`config.mk`:
```
export PLATFORM = sky130hd
export DESIGN_NAME = onchip_mem_arbiter
export DESIGN_NICKNAME = d
export VERILOG_FILES = /design/src/rtl/onchip_mem_arb_pkg.sv /design/src/rtl/rr_arb2.sv /design/src/rtl/onchip_mem_arbiter.sv
export SDC_FILE = /design/constraint.sdc
export NUM_CORES = 1
export LEC_CHECK = 0
export BUFFER_PORTS_ARGS = -buffer_cell sky130_fd_sc_hd__buf_4
export CORE_AREA = 2 2 102 104
export DETAILED_ROUTE_END_ITERATION = 8
export DIE_AREA = 0 0 104 106
export PLACE_DENSITY = 0.62
export SLEW_MARGIN = 30
export SYNTH_ARGS = -nofsm -noshare
export SYNTH_HDL_FRONTEND = slang
export SYNTH_SLANG_ARGS = --single-unit
```
`constraint.sdc`:
```
create_clock -name clk -period 1.7 [get_ports clk]
set_clock_uncertainty 0.05 [all_clocks]
set_input_delay 0.34 -clock clk [delete_from_list [all_inputs] [get_ports clk]]
set_output_delay 0.34 -clock clk [all_outputs]
set_load 0.02 [all_outputs]
```
`src/rtl/onchip_mem_arb_pkg.sv`:
```
// Shared types and defaults for the two-master on-chip RAM arbiter.
// Default widths, the out-of-range read pattern, master ids and the read-return pipeline record.
package onchip_mem_arb_pkg;

  localparam int          DEF_ADDR_W   = 16;
  localparam int          DEF_DATA_W   = 32;
  localparam int          DEF_DEPTH    = 40000;
  localparam logic [31:0] DEF_ERR_DATA = 32'hDEADBEEF;

  typedef enum logic {
    M0 = 1'b0,
    M1 = 1'b1
  } master_id_t;

  typedef struct packed {
    logic       valid;
    master_id_t owner;
    logic       oor;
  } rd_pipe_t;

endpackage

```
`src/rtl/rr_arb2.sv`:
```
// Two-request round-robin arbiter with a registered last_grant and a one-hot grant output.
// While both masters request, the master that was not granted last is granted.
module rr_arb2
  import onchip_mem_arb_pkg::*;
(
  input  logic       clk,
  input  logic       reset,
  input  logic [1:0] req,
  output logic [1:0] grant
);

  master_id_t last_grant;

  // Grant is held off during reset so that neither master is accepted before the RAM is enabled.
  always_comb begin
    // NOTE: default assignment first, so every path drives grant and no latch is inferred.
    grant = 2'b00;
    if (!reset) begin
      if (req == 2'b11) grant = (last_grant == M0) ? 2'b10 : 2'b01;
      else              grant = req;
    end
  end

  // NOTE: non-blocking assignments for registered state, so all flops see pre-edge values.
  always_ff @(posedge clk or posedge reset) begin
    if (reset)         last_grant <= M1;
    else if (grant[1]) last_grant <= M1;
    else if (grant[0]) last_grant <= M0;
  end

endmodule

```
`src/rtl/onchip_mem_arbiter.sv`:
```
// Two-master Avalon-MM front end for a single-port on-chip RAM with 1-cycle read latency.
// Serialises requests round-robin, filters out-of-range words, and returns read data one cycle after acceptance.
module onchip_mem_arbiter
  import onchip_mem_arb_pkg::*;
#(
  parameter int                ADDR_W   = DEF_ADDR_W,
  parameter int                DATA_W   = DEF_DATA_W,
  parameter int                DEPTH    = DEF_DEPTH,
  parameter logic [DATA_W-1:0] ERR_DATA = DATA_W'(DEF_ERR_DATA)
) (
  input  logic                clk,
  input  logic                reset,

  input  logic [ADDR_W-1:0]   m0_address,
  input  logic [DATA_W/8-1:0] m0_byteenable,
  input  logic                m0_read,
  input  logic                m0_write,
  input  logic [DATA_W-1:0]   m0_writedata,
  output logic                m0_waitrequest,
  output logic [DATA_W-1:0]   m0_readdata,
  output logic                m0_readdatavalid,

  input  logic [ADDR_W-1:0]   m1_address,
  input  logic [DATA_W/8-1:0] m1_byteenable,
  input  logic                m1_read,
  input  logic                m1_write,
  input  logic [DATA_W-1:0]   m1_writedata,
  output logic                m1_waitrequest,
  output logic [DATA_W-1:0]   m1_readdata,
  output logic                m1_readdatavalid,

  output logic [ADDR_W-1:0]   mem_address,
  output logic [DATA_W/8-1:0] mem_byteenable,
  output logic                mem_chipselect,
  output logic                mem_write,
  output logic [DATA_W-1:0]   mem_writedata,
  output logic                mem_clken,
  input  logic [DATA_W-1:0]   mem_readdata,

  output logic                err_oor
);

  localparam int          BE_W    = DATA_W / 8;
  localparam logic [ADDR_W:0] DEPTH_W = DEPTH[ADDR_W:0];

  logic [1:0]        req;
  logic [1:0]        grant;
  logic              granted;
  master_id_t        sel_id;
  logic [ADDR_W-1:0] sel_addr;
  logic [BE_W-1:0]   sel_be;
  logic [DATA_W-1:0] sel_wdata;
  logic              sel_write;
  logic              sel_read;
  logic              sel_oor;
  logic              mem_access;
  rd_pipe_t          rd_pipe;
  logic [DATA_W-1:0] rd_data;

  assign req = {m1_read | m1_write, m0_read | m0_write};

  rr_arb2 u_rr_arb2 (
    .clk   (clk),
    .reset (reset),
    .req   (req),
    .grant (grant)
  );

  assign granted   = |grant;
  assign sel_id    = grant[1] ? M1 : M0;
  assign sel_addr  = (sel_id == M1) ? m1_address    : m0_address;
  assign sel_be    = (sel_id == M1) ? m1_byteenable : m0_byteenable;
  assign sel_wdata = (sel_id == M1) ? m1_writedata  : m0_writedata;
  assign sel_write = (sel_id == M1) ? m1_write      : m0_write;
  // A simultaneous read and write is treated as a write.
  assign sel_read  = ((sel_id == M1) ? m1_read : m0_read) & ~sel_write;
  assign sel_oor   = {1'b0, sel_addr} >= DEPTH_W;

  // Out-of-range requests are still accepted; they just never reach the RAM.
  assign mem_access     = granted & ~sel_oor;
  assign mem_chipselect = mem_access;
  assign mem_write      = mem_access & sel_write;
  assign mem_address    = mem_access ? sel_addr  : '0;
  assign mem_byteenable = mem_access ? sel_be    : '0;
  assign mem_writedata  = mem_access ? sel_wdata : '0;
  assign mem_clken      = ~reset;

  assign m0_waitrequest = reset | (req[0] & ~grant[0]);
  assign m1_waitrequest = reset | (req[1] & ~grant[1]);

  always_ff @(posedge clk or posedge reset) begin
    if (reset) begin
      rd_pipe <= '{valid: 1'b0, owner: M0, oor: 1'b0};
    end else begin
      rd_pipe <= '{valid: granted & sel_read, owner: sel_id, oor: sel_oor};
    end
  end

  always_ff @(posedge clk or posedge reset) begin
    if (reset)                  err_oor <= 1'b0;
    else if (granted & sel_oor) err_oor <= 1'b1;
  end

  assign rd_data          = rd_pipe.oor ? ERR_DATA : mem_readdata;
  assign m0_readdata      = rd_data;
  assign m1_readdata      = rd_data;
  assign m0_readdatavalid = rd_pipe.valid & (rd_pipe.owner == M0);
  assign m1_readdatavalid = rd_pipe.valid & (rd_pipe.owner == M1);

endmodule
```
; Yosys cells after proc, flatten, opt, wreduce, memory -nomap -nowiden
; Cells that the tools add are included.
[word_totals]
out_inout_bits = 124
register_bits = 5
elab_cells = 43
input_bits = 142
[op_classes]
mux = 15
n_eq_ne = 1
n_bitwise = 19
n_reduce_logical = 2
magnitude_cmp = 1
[op_table]
columns = op, n
row1 = $mux W32, 3
row2 = $mux W16, 2
row3 = $ge A16 B16 Y1 const B, 1
row4 = $and A1 B1 Y1, 9
row5 = $mux W4, 2
row6 = $mux W2, 3
row7 = $not A1 Y1, 6
row8 = $mux W1, 5
row9 = $or A1 B1 Y1, 4
row10 = $eq A2 B2 Y1 const B, 1
row11 = $reduce_bool A2 Y1, 1
row12 = $reduce_or A2 Y1, 1

; Longest topological paths before layout
[depth]
word_depth = 10
mapped_depth = 7
depth_no_buf = 5

; Hierarchy
; Synthesis repeated with hierarchy kept, for this count alone.
[unflattened]
cells_unflattened = 246
hier_area_um2 = 1915.6
[modules_own_cells]
columns = module, cells_per_inst, instances, seq_area_each_um2, area_per_inst_um2
row1 = onchip_mem_arbiter, 238, 1, 100.1, 1843.0
row2 = rr_arb2, 8, 1, 26.3, 72.6

; Worst setup path after synthesis
; OpenSTA, ideal clock, no wires.
[synth_timing]
path_kind = register -> output
startpoint = register u_rr_arb2.last_grant
endpoint = output mem_address[0]
n_path_buf = 2
t_arrival_ns = 1.657
required_ns = 1.310
setup_slack_ns = -0.347
stages_incl_launch_ff = 7
cell_sequence = dfstp_2 -> o21a_1 -> or2_1 -> buf_2 -> clkbuf_1 -> nand2_1 -> a21oi_1
[synth_between]
elab_chain_cells = 9
word_cells_on_any_way = 10
classes_between = order compare: 1 / mux: 6 / bitwise: 2 / reduce/logical: 1
[synth_lines]
columns = element, line
row1 = "start, declared", rr_arb2.sv:12  ; master_id_t last_grant;
row2 = "start signal, assigned", rr_arb2.sv:26  ; if (reset) last_grant <= M1;
row3 = "start signal, assigned", rr_arb2.sv:27  ; else if (grant[1]) last_grant <= M1;
row4 = "start signal, assigned", rr_arb2.sv:28  ; else if (grant[0]) last_grant <= M0;
row5 = $mux W2 (*) (2 in a row), rr_arb2.sv:19  ; if (req == 2'b11) grant = (last_grant == M0) ? 2'b10 : 2'b01;
row6 = $mux W2 (*), rr_arb2.sv:18  ; if (!reset) begin
row7 = $mux W1, onchip_mem_arbiter.sv:70  ; assign sel_id = grant[1] ? M1 : M0;
row8 = $mux W16, onchip_mem_arbiter.sv:71  ; assign sel_addr = (sel_id == M1) ? m1_address : m0_address;
row9 = $ge A16 B16 Y1, onchip_mem_arbiter.sv:77  ; assign sel_oor = {1'b0, sel_addr} >= DEPTH_W;
row10 = $not A1 Y1, onchip_mem_arbiter.sv:80  ; assign mem_access = granted & ~sel_oor;
row11 = $and A1 B1 Y1, onchip_mem_arbiter.sv:80
row12 = $mux W16 (*), onchip_mem_arbiter.sv:83  ; assign mem_address = mem_access ? sel_addr : '0;
row13 = "end, declared", onchip_mem_arbiter.sv:32  ; output logic [ADDR_W-1:0] mem_address,
; Mark *: on every way between the ends. The rest lies on a longest branch, timed or not.

; Final worst setup path
[layout_timing]
startpoint = register u_rr_arb2.last_grant
endpoint = output mem_writedata[26]
[layout_between]
elab_chain_cells = 9
word_cells_on_any_way = 11
classes_between = order compare: 1 / mux: 7 / bitwise: 2 / reduce/logical: 1
[layout_lines]
columns = element, line
row1 = $mux W2 (*) (2 in a row), rr_arb2.sv:19
row2 = $mux W2 (*), rr_arb2.sv:18
row3 = $mux W1, onchip_mem_arbiter.sv:70
row4 = $mux W16, onchip_mem_arbiter.sv:71
row5 = $ge A16 B16 Y1, onchip_mem_arbiter.sv:77
row6 = $not A1 Y1, onchip_mem_arbiter.sv:80
row7 = $and A1 B1 Y1, onchip_mem_arbiter.sv:80
row8 = $mux W32 (*), onchip_mem_arbiter.sv:85  ; assign mem_writedata = mem_access ? sel_wdata : '0;
row9 = "end, declared", onchip_mem_arbiter.sv:36  ; output logic [DATA_W-1:0] mem_writedata,
; Marked as above.

==> summary.md <==
| Metric | Value |
|---|---|
| Yosys reg bits | 5 |
| Port bufs | 265 |
| DP HPWL | 7.48 mm |
| Synth area leaders | a21oi_2 (24%), nand2_1 (22%), buf_4 (14%) |
| Post-synth top area share | 0.242 |
| Status | complete, but fails checks |
| Tcrit/Tclk final | 1.35 |
| RR Startpoint | u_rr_arb2.last_grant$_DFFE_PP1P_ |
| Starting density of the core | 0.174 |
| Final setup vio count | 54 |
| DRC viols | 0 |
| WP data required | 1.31 ns |
| CTS tree | built |
| Vias in the first global route | 2703 |
| Drt total wl | 8.94 mm |
| Layout cells sized above 1 | 0.732 |
| Die area | 0.0110 sq mm |
| Yosys cell types | 31 |
| Row count | 37 |
| Initial antenna violation count | 0 |
| Crit Path Max Fanout | 18 |
| Core footprint | 0.0100 sq mm |
| CTS clock-pin slew for the worst setup and hold paths | 0.04 ns |
| Initial drt markers | 123 |
| CP startpoint kind | register |
| Placed Cells | 654 |
| CTS H-tree depth | 1 |
| Fmax | 0.435 GHz |
| Slew headroom | 0.783 |
| Total GRT Usage | 0.148 |
| Via count | 2723 |
| CP arrival | 1.91 ns |
| EDFF count, synth | 0 |
| Yosys warns | 0 |
| Fin Hold WS | 0.221 ns |
| Clk root buf | clkbuf_8 |
| 1st-pass router iterations | 4 |
| Antenna cells | 0 |
| RSZ-0062 raised after global routing | yes |
| Area grow syn2layout | 157% |
| Chip height | 106 um |
| # Post-CTS Setup Buffers | 0 |
| Violated checks | setup timing |
| Overflow after GRT | 0 |
| Drt wl/cell | 13.6 um |
| Layout Nets | 665 |
| Syn Area/Cell | 6.21 sq um |
| Leakage | 0.00210 uW |
| Antenna Violating Nets Remaining | 0 |
| Min Tclk post-route | 2.30 ns |
| Clock latency on the worst-skew pair | 0.22 ns |
| Asr flop ratio synth | 1.00 |
| CTS buffer count | 3 |
| Worst flop-to-flop path endpoint | err_oor$_DFFE_PP0P_ |
| Mapped cell area | 0.00174 sq mm |
| Clk buf depth | 2 |
| Max Slew Vio Count | 0 |
| Post-cts hold buffer count | 0 |
| R2R Setup Slk | 0.24 ns |
| Post-Syn Nets | 422 |
| Vias per inst | 4.14 |
| Most common cell after layout, fill and taps aside | buf_4 |
| Final Power | 2150 uW |
| Clock sink count | 5 |
| RePlAce Congestion | 0.823 |
| Slew @ Worst Pin | 0.325 ns |
| Pwr dens | 481 mW/mm^2 |
| Area post-placement | 0.00421 sq mm |
| Main synth FF type | dfrtp_1 |
| Crit path capture type | output port |
| Final Hold Fails | 0 |
| Post-route cell area | 0.00447 sq mm |
| Worst setup margin | -0.598 ns |
| VDD IR-drop max | 0.000234 V |
| Post-Layout Cell Count | 658 |
| Die W | 104 um |
| Post-synthesis sequential area ratio | 0.0727 |
| Most frequent cells in the layout | buf_4 (237), nand2_1 (102), a21oi_4 (48), buf_6 (46), or2_2 (24) |
| First-pass GRT wire length | 13.6 mm |
| Critical path class | register to output port |
| Post-synthesis instance total | 280 |
| Worst Hold Class | primary input to async pin |
| Post-synth top area cell | a21oi_2 |
| Io pins | 266 |
| Max_cap viols | 0 |
| Largest net degree at the start of global routing | 33 |
| Worst Reg-to-Reg Cells | 5 |
[cell usage after synthesis, types with 2 or more instances]
| cell type | n |
|---|---|
| a21oi_1 | 5 |
| a21oi_2 | 48 |
| and2_1 | 2 |
| buf_2 | 6 |
| buf_4 | 32 |
| buf_6 | 6 |
| clkbuf_1 | 8 |
| dfrtp_1 | 4 |
| inv_1 | 4 |
| nand2_1 | 102 |
| nand3_1 | 2 |
| nor2_1 | 4 |
| nor2b_1 | 10 |
| nor4_1 | 2 |
| o21a_1 | 2 |
| o21ai_0 | 3 |
| o21bai_1 | 2 |
| o31ai_1 | 2 |
| or2_2 | 24 |
[critical path: stages, from the launching register on]
cell     delay, ns
dfstp_2       0.53
o21a_4        0.16
nor3b_4       0.05
a221o_4       0.45
buf_12        0.20
a21oi_4       0.14
buf_6         0.13
[timing repair]
item,in CTS,in global routing
resized for setup,44,14
setup endpoints to repair,55,104
pin swaps,1,0
[state kept, by name, summed over array words and instances (netlist names)]
register	cells
rd_pipe	3
err_oor	1
u_rr_arb2.last_grant	1
[stage by stage]
stage,setup WS (ns),setup TNS [ns],util
floorplan,-0.237,-12.20,-
global placement,-0.546,-28.44,0.421
detailed placement,-0.580,-29.47,0.421
CTS,-0.679,-34.92,0.442
global route,-0.649,-33.38,0.447
finish,-0.598,-30.30,0.447
[layer usage]
metal  share of wire  wire [um]  up-vias  track usage
met2            0.53       4720      134        0.273
met1            0.39       3510     1227        0.177
met5               0          0        -            0
met4           0.011         96        0       0.0290
met3           0.069        620        8       0.0337
li1                -          -     1354            -
[cells by family (layout without fill, tap and decap cells)]
family / Yosys count / count (layout) / share of synthesized area
buf+inv: 57 / 299 / 0.222
simple gates: 149 / 149 / 0.383
mux: 1 / 1 / 0.00576
compound gates: 68 / 68 / 0.316
flops: 5 / 5 / 0.0727
[worst max path at each step]
stage	startpoint	endpoint	slack (ns)
2_1_floorplan	u_rr_arb2.last_grant$_DFFE_PP1P_	mem_address[10]	-0.24
3_3_place_gp	m0_address[9]	mem_writedata[18]	-0.55
3_5_place_dp	m0_address[9]	mem_writedata[17]	-0.58
4_1_cts	u_rr_arb2.last_grant$_DFFE_PP1P_	mem_writedata[17]	-0.68
5_1_grt	u_rr_arb2.last_grant$_DFFE_PP1P_	mem_writedata[26]	-0.65
6_report	u_rr_arb2.last_grant$_DFFE_PP1P_	mem_writedata[26]	-0.60
[layout make-up]
class | count | area, sq um
multi-input combinational | 218 | 1680
sequential | 5 | 126
inverter | 5 | 18.8
clock buffer | 4 | 45.0
tap | 136 | 170
fill | 997 | 5530
timing repair buffer | 290 | 2440
[power by group]
part	total (uW)	internal, uW	switching, uW
Combinational	1800	858	938
Sequential	138	133	5.41
Clock	219	161	58.0
Total	2150	1150	1000
(Power assumes the default switching activity.)
